[src/rtl/mappy_obj_sched.sv]
// mappy_obj_sched: per-line sprite scan scheduler.
// During hblank it walks the sprite attribute table (two byte offsets per
// entry, three parallel RAM read ports, one-cycle read latency), tests each
// sprite's Y range against the line being prepared and queues the matches,
// in table order, into a first-word-fall-through FIFO drained by the
// rasteriser.
//
// Handshake: spr_valid is high whenever the FIFO holds an entry; the head
// fields are stable while spr_valid is high and spr_ready is low; a pop
// happens on any rising edge where spr_valid & spr_ready.
module mappy_obj_sched #(
  parameter int NUM_OBJ    = 64,
  parameter int FIFO_DEPTH = 16
) (
  input  logic       clk_36864,
  input  logic       reset,
  input  logic       line_start,
  input  logic [7:0] vline,
  output logic [6:0] obj_addr,
  input  logic [7:0] obj1_in,
  input  logic [7:0] obj2_in,
  input  logic [7:0] obj3_in,
  output logic       spr_valid,
  input  logic       spr_ready,
  output logic [7:0] spr_tile,
  output logic [5:0] spr_pal,
  output logic [8:0] spr_x,
  output logic [4:0] spr_row,
  output logic       spr_flipx,
  output logic [1:0] spr_size,
  output logic       scan_busy,
  output logic       scan_done,
  output logic       overflow,
  output logic [6:0] match_cnt,
  output logic [2:0] dbg_state
);

  // Entry index is 6 bits so that {idx, lsb} forms the 7-bit byte offset.
  localparam int IW = 6;
  localparam int AW = $clog2(FIFO_DEPTH);
  localparam int RW = 31;  // tile8 + pal6 + x9 + row5 + flipx1 + size2

  typedef enum logic [2:0] {
    S_IDLE = 3'd0,
    S_A0   = 3'd1,
    S_A1   = 3'd2,
    S_EV   = 3'd3,
    S_DONE = 3'd4
  } state_t;

  state_t        state_q, state_d;
  logic [IW-1:0] idx_q, idx_d;
  logic [7:0]    vline_q;

  // Even-byte fields captured in A1, consumed in EV.
  logic [7:0]    tile_q;
  logic [7:0]    ypos_q;
  logic          flipx_q;
  logic          flipy_q;
  logic [1:0]    size_q;

  // FIFO storage and pointers.
  logic [RW-1:0] mem_q [FIFO_DEPTH];
  logic [AW-1:0] wr_ptr_q, rd_ptr_q;
  logic [AW:0]   count_q;

  logic          overflow_q;
  logic [6:0]    match_cnt_q;

  // Evaluation datapath.
  logic          tall;
  logic [8:0]    y;
  logic          y_hit;
  logic          is_ev;
  logic          match;
  logic [4:0]    row_raw;
  logic [4:0]    row;
  logic [RW-1:0] new_rec;
  logic [RW-1:0] head;
  logic          push;
  logic          pop;
  logic          drop;
  logic          unused_bits;

  // Upper attribute bits of obj3 carry nothing this block needs.
  assign unused_bits = ^obj3_in[7:4];

  // Next-state logic; line_start restarts the scan from any state.
  always_comb begin
    state_d = state_q;
    idx_d   = idx_q;
    case (state_q)
      S_IDLE: ;
      S_A0:   state_d = S_A1;
      S_A1:   state_d = S_EV;
      S_EV: begin
        if (idx_q == IW'(NUM_OBJ - 1)) begin
          state_d = S_DONE;
        end else begin
          idx_d   = idx_q + 1'b1;
          state_d = S_A0;
        end
      end
      S_DONE: state_d = S_IDLE;
      default: state_d = S_IDLE;
    endcase
    if (line_start) begin
      state_d = S_A0;
      idx_d   = '0;
    end
  end

  // State, entry index and latched line register.
  always_ff @(posedge clk_36864) begin
    if (reset) begin
      state_q <= S_IDLE;
      idx_q   <= '0;
      vline_q <= '0;
    end else begin
      state_q <= state_d;
      idx_q   <= idx_d;
      if (line_start) vline_q <= vline;
    end
  end

  // Capture the even-byte fields when their read data arrives (in A1).
  always_ff @(posedge clk_36864) begin
    if (reset) begin
      tile_q  <= '0;
      ypos_q  <= '0;
      flipx_q <= 1'b0;
      flipy_q <= 1'b0;
      size_q  <= '0;
    end else if (state_q == S_A1) begin
      tile_q  <= obj1_in;
      ypos_q  <= obj2_in;
      flipx_q <= obj3_in[0];
      flipy_q <= obj3_in[1];
      size_q  <= obj3_in[3:2];
    end
  end

  // Y range test and row computation; odd-byte fields are on the inputs in EV.
  always_comb begin
    tall    = size_q[1];
    y       = {1'b0, ypos_q} + {1'b0, vline_q} + (tall ? 9'd16 : 9'd0) - 9'd1;
    y_hit   = tall ? (y[8:5] == 4'b0111) : (y[8:4] == 5'b01110);
    // An aborting line_start in EV suppresses the push for the old scan.
    is_ev   = (state_q == S_EV) && !line_start;
    match   = is_ev && !obj3_in[1] && y_hit;
    row_raw = tall ? y[4:0] : {1'b0, y[3:0]};
    row     = row_raw ^ (flipy_q ? (tall ? 5'h1f : 5'h0f) : 5'h00);
    new_rec = {tile_q, obj1_in[5:0], obj3_in[0], obj2_in, row, flipx_q, size_q};
  end

  // FIFO control: a full FIFO still accepts a push when a pop frees a slot.
  always_comb begin
    pop  = spr_valid && spr_ready;
    push = match && ((count_q < (AW+1)'(FIFO_DEPTH)) || pop);
    drop = match && !push;
  end

  // FIFO pointers and occupancy; line_start discards anything queued.
  always_ff @(posedge clk_36864) begin
    if (reset || line_start) begin
      wr_ptr_q <= '0;
      rd_ptr_q <= '0;
      count_q  <= '0;
    end else begin
      if (push) wr_ptr_q <= wr_ptr_q + 1'b1;
      if (pop)  rd_ptr_q <= rd_ptr_q + 1'b1;
      if (push && !pop)      count_q <= count_q + 1'b1;
      else if (pop && !push) count_q <= count_q - 1'b1;
    end
  end

  // FIFO storage; contents are only visible through the valid-gated head.
  always_ff @(posedge clk_36864) begin
    if (push) mem_q[wr_ptr_q] <= new_rec;
  end

  // Per-line match counter (saturating) and sticky drop flag.
  always_ff @(posedge clk_36864) begin
    if (reset || line_start) begin
      overflow_q  <= 1'b0;
      match_cnt_q <= '0;
    end else begin
      if (drop) overflow_q <= 1'b1;
      if (match && (match_cnt_q != 7'h7f)) match_cnt_q <= match_cnt_q + 1'b1;
    end
  end

  // Output decode; head fields read as zero while the FIFO is empty.
  always_comb begin
    spr_valid = (count_q != '0);
    head      = spr_valid ? mem_q[rd_ptr_q] : '0;
    spr_tile  = head[30:23];
    spr_pal   = head[22:17];
    spr_x     = head[16:8];
    spr_row   = head[7:3];
    spr_flipx = head[2];
    spr_size  = head[1:0];
    obj_addr  = ((state_q == S_A0) || (state_q == S_A1))
                ? {idx_q, (state_q == S_A1)} : 7'd0;
    scan_busy = (state_q == S_A0) || (state_q == S_A1) || (state_q == S_EV);
    scan_done = (state_q == S_DONE);
    overflow  = overflow_q;
    match_cnt = match_cnt_q;
    dbg_state = state_q;
  end

endmodule

[config.mk]
export PLATFORM = sky130hd
export DESIGN_NAME = mappy_obj_sched
export DESIGN_NICKNAME = d
export VERILOG_FILES = /design/src/rtl/mappy_obj_sched.sv
export SDC_FILE = /design/constraint.sdc
export NUM_CORES = 1
export LEC_CHECK = 0
export BUFFER_PORTS_ARGS = -buffer_cell sky130_fd_sc_hd__buf_2
export CAP_MARGIN = 20
export CORE_MARGIN = 2
export CORE_UTILIZATION = 61
export DETAILED_ROUTE_END_ITERATION = 8
export GPL_TIMING_DRIVEN = 0
export PLACE_DENSITY = 0.79
export SKIP_CTS_REPAIR_TIMING = 1
export SLEW_MARGIN = 5
export SYNTH_ARGS = -nofsm -noshare
export SYNTH_HDL_FRONTEND = slang
export SYNTH_SLANG_ARGS = --single-unit
export TNS_END_PERCENT = 30
[constraint.sdc]
create_clock -name clk_36864 -period 7.1 [get_ports clk_36864]
set_input_delay 0.71 -clock clk_36864 [delete_from_list [all_inputs] [get_ports clk_36864]]
set_output_delay 0.71 -clock clk_36864 [all_outputs]
set_load 0.01 [all_outputs]
**Word level (Yosys, flattened, before mapping)**

Memories as Yosys holds them, arrays and structs flattened. A register that Yosys moved wholly into a read port is not among the register bits.
Cells that the tools add are included.

- Register bits after elaboration: 58
- Word-level logic and storage cells: 74
- Memory bits (writable): 496
- Memories kept: 1
- Bits of input ports: 36
- Output and inout port bits: 52

Memory list:

| memory | words | width | rd ports | clocked after Yosys merged registers in | wr ports | line | text |
|---|---|---|---|---|---|---|---|
| mem_q | 16 | 31 | 1 | 1 | 1 | 63 | `logic [RW-1:0] mem_q [FIFO_DEPTH];` |

- Reductions and logical operators: 22
- Mux-type cells: 16
- Bitwise gates (word level): 2
- Equal/unequal tests: 9
- Add/sub/neg operators: 9
- Order comparisons: 1

Operator list:

| kind | count |
|---|---|
| 2-to-1 mux 31 bit | 1 |
| 2-to-1 mux 5 bit | 6 |
| one-hot mux 3 bit (4 select lines) | 1 |
| adder 8 x 8 -> 9 bit | 1 |
| adder 9 x 5 -> 9 bit | 1 |
| logical AND 1 bit | 9 |
| subtractor 9 x 1 -> 9 bit, second input constant | 1 |
| adder 4 x 1 -> 4 bit, second input constant | 2 |
| 2-to-1 mux 4 bit | 2 |
| adder 7 x 1 -> 7 bit, second input constant | 1 |
| 2-to-1 mux 7 bit | 1 |
| != test 7 bit, second input constant | 1 |
| adder 6 x 1 -> 6 bit, second input constant | 1 |
| == test 3 x 2 -> 1 bit, second input constant | 2 |
| == test 6 bit, second input constant | 1 |
| adder 5 x 1 -> 5 bit, second input constant | 1 |
| == test 5 x 4 -> 1 bit, second input constant | 1 |
| less-than comparator 5 bit, second input constant | 1 |
| nonzero test 5 bit | 1 |
| subtractor 5 x 1 -> 5 bit, second input constant | 1 |
| XOR 5 bit | 1 |
| == test 4 x 3 -> 1 bit, second input constant | 1 |
| logical NOT 1 bit | 4 |
| logical OR 1 bit | 4 |
| 10 further kinds | 13 |

**Logic depth before layout (Yosys ltp)**

- Word-level depth: 11
- Gate-level depth with buffers: 20
- Depth with buffers taken out: 19

**Worst setup path after synthesis**

OpenSTA, ideal clock, no wires.

- Path type: reg-to-reg
- From: register vline_q[2]
- To: memory mem_q[0][0], enable pin
- Arrival time: 5.358 ns
- Stages on the path, launching flop included: 12
- Setup time: 0.497 ns
- Setup slack: 1.245 ns
- Period minus slack after synthesis: 5.855 ns
- Buffers on the path: 0
- Data required time: 6.603 ns
- Cell sequence: dfxtp_1 > inv_1 > ha_1 > inv_1 > ha_1 > ha_1 > fa_1 > a21oi_1 > o21ai_0 > nor2_1 > nand3_1 > nor4_1

- Cells in the longest elaborated chain, start to end: 9
- Elaborated cells on any way between the ends: 10
- Those cells by class: add/sub (3); eq/ne (2); mux (3); reduce/logical (2)

RTL lines:

| element | line | text |
|---|---|---|
| start: declaration | 53 | `logic [7:0] vline_q;` |
| start signal: assignment | 122 | `if (line_start) vline_q <= vline;` |
| adder 8 x 8 -> 9 bit (*) | 146 | `y = {1'b0, ypos_q} + {1'b0, vline_q} + (tall ? 9'd16 : 9'd0) - 9'd1;` |
| adder 9 x 5 -> 9 bit (*) | 146 |  |
| subtractor 9 x 1 -> 9 bit (*) | 146 |  |
| == test 5 x 4 -> 1 bit or == test 4 x 3 -> 1 bit (tied branches) | 147 | `y_hit = tall ? (y[8:5] == 4'b0111) : (y[8:4] == 5'b01110);` |
| 2-to-1 mux 1 bit (*) | 147 |  |
| logical AND 1 bit (*) | 150 | `match = is_ev && !obj3_in[1] && y_hit;` |
| logical AND 1 bit (*) | 159 | `push = match && ((count_q < (AW+1)'(FIFO_DEPTH)) \|\| pop);` |
| 2-to-1 mux 1 bit (*) | 179 | `if (push) mem_q[wr_ptr_q] <= new_rec;` |
| 2-to-1 mux 1 bit (not written as such) (*) | 179 |  |
| end: declaration | 63 |  |

Every way passes the cells marked *; elsewhere a longest branch is shown, timed or not.

**Final worst setup path**

- From: register ypos_q[2]
- To: register count_q[4]

- Cells in the longest elaborated chain, start to end: 10
- Elaborated cells on any way between the ends: 13
- Those cells by class: add/sub (3); eq/ne (2); mux (2); reduce/logical (6)

RTL lines:

| element | line | text |
|---|---|---|
| start: declaration | 57 | `logic [7:0] ypos_q;` |
| start signal: assignment | 136 | `ypos_q <= obj2_in;` |
| adder 8 x 8 -> 9 bit (*) | 146 |  |
| adder 9 x 5 -> 9 bit (*) | 146 |  |
| subtractor 9 x 1 -> 9 bit (*) | 146 |  |
| == test 5 x 4 -> 1 bit or == test 4 x 3 -> 1 bit (tied branches) | 147 |  |
| 2-to-1 mux 1 bit (*) | 147 |  |
| logical AND 1 bit (*) | 150 |  |
| logical AND 1 bit (*) | 159 |  |
| named net push | 80 | `logic push;` |
| logical NOT 1 bit | 173 | `else if (pop && !push) count_q <= count_q - 1'b1;` |
| logical AND 1 bit | 173 |  |
| nonzero test 2 bit (no line) | n/a |  |
| end signal: assignment | 172 | `if (push && !pop) count_q <= count_q + 1'b1;` |
| end signal: assignment | 173 |  |
| end: declaration | 65 | `logic [AW:0] count_q;` |

Mark *: on every way through the listed nets, which the timed path passes. The rest lies on a longest branch.
A chain may end at the register's enable or synchronous reset.

==> key figures <==
Outcome
  – Status: finished clean

Timing
  – Max Freq: 0.1864 GHz
  – WHS: 0.3598 ns
  – Final Cycle Share: 75.55%
  – Min cycle time layout: 5.364 ns
  – Slew Limit Fails: 0
  – Final Setup Violations: 0
  – Sum of negative setup slack: 0 ns
  – Hold Violations, Final: 0
  – Relative slew margins: 29.12%
  – Clock skew: 0.02362 ns
  – Least-Margin Pin Slew: 1.060 ns
  – RSZ-0062 raised after global routing: no

Synth
  – Synth cell types: 42
  – Synth async-reset ratio: 0%
  – Synth top area cells: edfxtp_1 67%, mux4_2 16%, dfxtp_1 5.6%
  – Top FF cell, synth: edfxtp_1
  – Syn nets: 1208
  – Synth top area share: 67.17%
  – Post-Synthesis Cell Area: 0.02217 sq mm
  – Sequential-to-total area share from yosys stat: 72.77%
  – Syn_area_per_cell: 19.50 sq um
  – Cells after synthesis: 1137
  – Leading area contributor after synthesis: edfxtp_1
  – Yosys reg bits: 558
  – Number of synthesized flops with an enable pin: 496
  – Synth Warn #: 0

Critical path
  – Arrival @ worst endpoint: 5.88 ns
  – Most used cell, CP: ha_1
  – Bufs and invs on worst path: 5
  – FF-to-FF Start: ypos_q[2]
  – CP required: 7.62 ns
  – Nature of the critical path endpoint: flip-flop
  – WP depth: 20
  – Worst Setup Start Kind: flip-flop
  – CP Launch Point: ypos_q[2]
  – Worst-case reg-to-reg path depth: 20
  – CP max FO: 10
  – Critical-path top delay cell: clkbuf_1
  – Critical path class: reg2reg
  – Critical path, cell by cell: inv_1 > ha_1 > inv_1 > ha_1 > ha_1 > fa_1 > a2111o_1 > o21ai_0 > nor2_1 > nand3_1 > clkbuf_1 > inv_1 > ha_1 > inv_1 > ha_1 > nor2b_1 > o21a_1 > or3_1 > a21oi_1 > mux2i_1
  – Crit-path max cell delay: 0.56 ns
  – Crit path max-delay family: adder cells

Job
  – Max-Cap Viols: 0

Power and ir drop
  – Lkg Pwr: 8.598 nW
  – Cell Pwr Density: 257.9 mW/mm^2
  – VDD IR-drop max: 0.0002119 V

Clocking
  – TritonCTS clock tree: yes
  – Clock transition at path regs: 0.06 ns
  – Clock sink total: 558
  – CTS buffer count: 54
  – CTS Root Cell: clkbuf_16
  – Clk_lat worst skew: 0.60 ns
  – H-tree level count: 2
  – Bufs on Longest Clock Path: 3

Detailed routing
  – Vias: 11820
  – Routed WL: 51280 um
  – Vias per Instance: 6.354
  – Final ANT Viol Nets: 0
  – DRC: 0
  – Initial DRT Pass Iterations: 5
  – Routed wire length per instance: 27.57 um
  – Drt initial violations: 1175

Floorplan
  – DIE AREA: 0.03789 sq mm
  – Initial Util: 62.19%
  – Die W: 194.7 um
  – Row cnt: 69
  – Top Ports: 88
  – Die H: 194.7 um
  – Core area: 0.03566 sq mm

Cells and area
  – Design area: 0.02578 sq mm
  – # nets final: 1423
  – Area Overhead vs Synth: 16.27%
  – Util after Layout: 72.31%
  – Share of post-route cells with drive strength above 1: 30.62%
  – Area of the multi-input gates: 0.005678 sq mm
  – Filler Cell Count: 2018
  – Commonest non-fill, non-tap cell in the layout: edfxtp_1
  – Storage cell area: 0.01614 sq mm
  – Commonest cells after routing, fill and taps aside: 496 x edfxtp_1, 155 x mux4_2, 90 x buf_2

Global route
  – Number of global-route vias before repair: 12250
  – First-pass GRT wire length: 77220 um
  – GR Util All Layers: 28.01%
  – Initial antenna violation count: 2
  – GRT Residual Overflow: 0
  – Largest net degree at the start of global routing: 21

Placed design
  – Placer Congestion: 0.8543
  – PortBufs: 82
  – Post-DP HPWL: 33630 um
  – Placed Area: 0.02394 sq mm

Worst hold path
  – Worst Hold Class: in2reg
  – Hold-critical path depth: 3
  – Worst Hold Launch: vline[2]
[metrics by stage]
step,worst slack (ns),total power [mW],instances
4_1_cts,1.797,6.663,1854
3_3_place_gp,-2.850,3.823,1680
5_1_grt,1.419,6.810,1859
2_1_floorplan,1.245,3.762,1137
6_report,1.736,6.648,1860
3_5_place_dp,1.848,3.833,1752
[report_power, final]
part | internal [mW] | switching [mW]
sequential | 3.59 | 0.0116
clock | 1.69 | 1.18
combinational | 0.0509 | 0.119
[cells in the mapped netlist, drive strengths merged, types with 4 or more instances]
library cell and n:
nand3 16, nor3 16, dfxtp 62, and2 39
nand2b 5, mux2i 16, nand2 61, nor2 34
a21oi 34, inv 45, nand4 5, clkbuf 27
edfxtp 496, or3 7, mux4 155, ha 32
xor2 15, o21ai 4, and3 5, xnor2 5
buf 28, nor4 7
[flip-flops by register name, summed over array words and instances (netlist names), named ones only]
| register | count |
|---|---|
| mem_q | 496 |
| tile_q | 8 |
| vline_q | 8 |
| ypos_q | 8 |
| match_cnt | 7 |
| idx_q | 6 |
| count_q | 5 |
| rd_ptr_q | 4 |
| wr_ptr_q | 4 |
| dbg_state | 3 |
| size_q | 2 |
| flipx_q | 1 |
| flipy_q | 1 |
| overflow | 1 |
[final timing paths]
kind	endpoint	slack [ns]
worst max-delay path	count_q[4]	1.74
worst min-delay path	vline_q[2]	0.36
worst max register to register	count_q[4]	1.74
worst min register to register	ypos_q[6]	0.46
[worst min-delay path, stage by stage]
cell	delay (ns)
buf_2	0.08
mux2i_1	0.06
nor2_1	0.07
[cells by family after synthesis]
logic type	Yosys count	synth area share, %
AO/OA/AOI/OAI	49	1.264
buffers and inverters	100	2.009
AND/OR/NAND/NOR	203	4.576
flip-flops	558	72.77
adder cells (fa/ha/maj)	35	2.077
XOR/XNOR	20	0.7900
multiplexers	172	16.52
[cell type report]
| type | count | share of cell area, % |
|---|---|---|
| sequential | 558 | 62.58 |
| multi-input combinational | 479 | 22.02 |
| clock buffer | 80 | 6.023 |
| timing repair buffer | 159 | 4.489 |
| tap | 461 | 2.237 |
| buffer | 55 | 1.073 |
| clock inverter | 22 | 0.9075 |
| inverter | 45 | 0.6551 |
| antenna | 1 | 0.009706 |
[metal layers]
| layer | vias to the layer above | wire length (um) | share of wire (%) | track usage, % |
|---|---|---|---|---|
| li1 | 4953 | - | - | - |
| met1 | 6075 | 19530 | 38 | 38.72 |
| met2 | 675 | 25300 | 49 | 45.59 |
| met3 | 113 | 5036 | 9.8 | 5.553 |
| met4 | 2 | 1402 | 2.7 | 9.487 |
| met5 | - | 13 | 0.025 | 0 |
No activity file was read; power rests on OpenSTA's default activity.
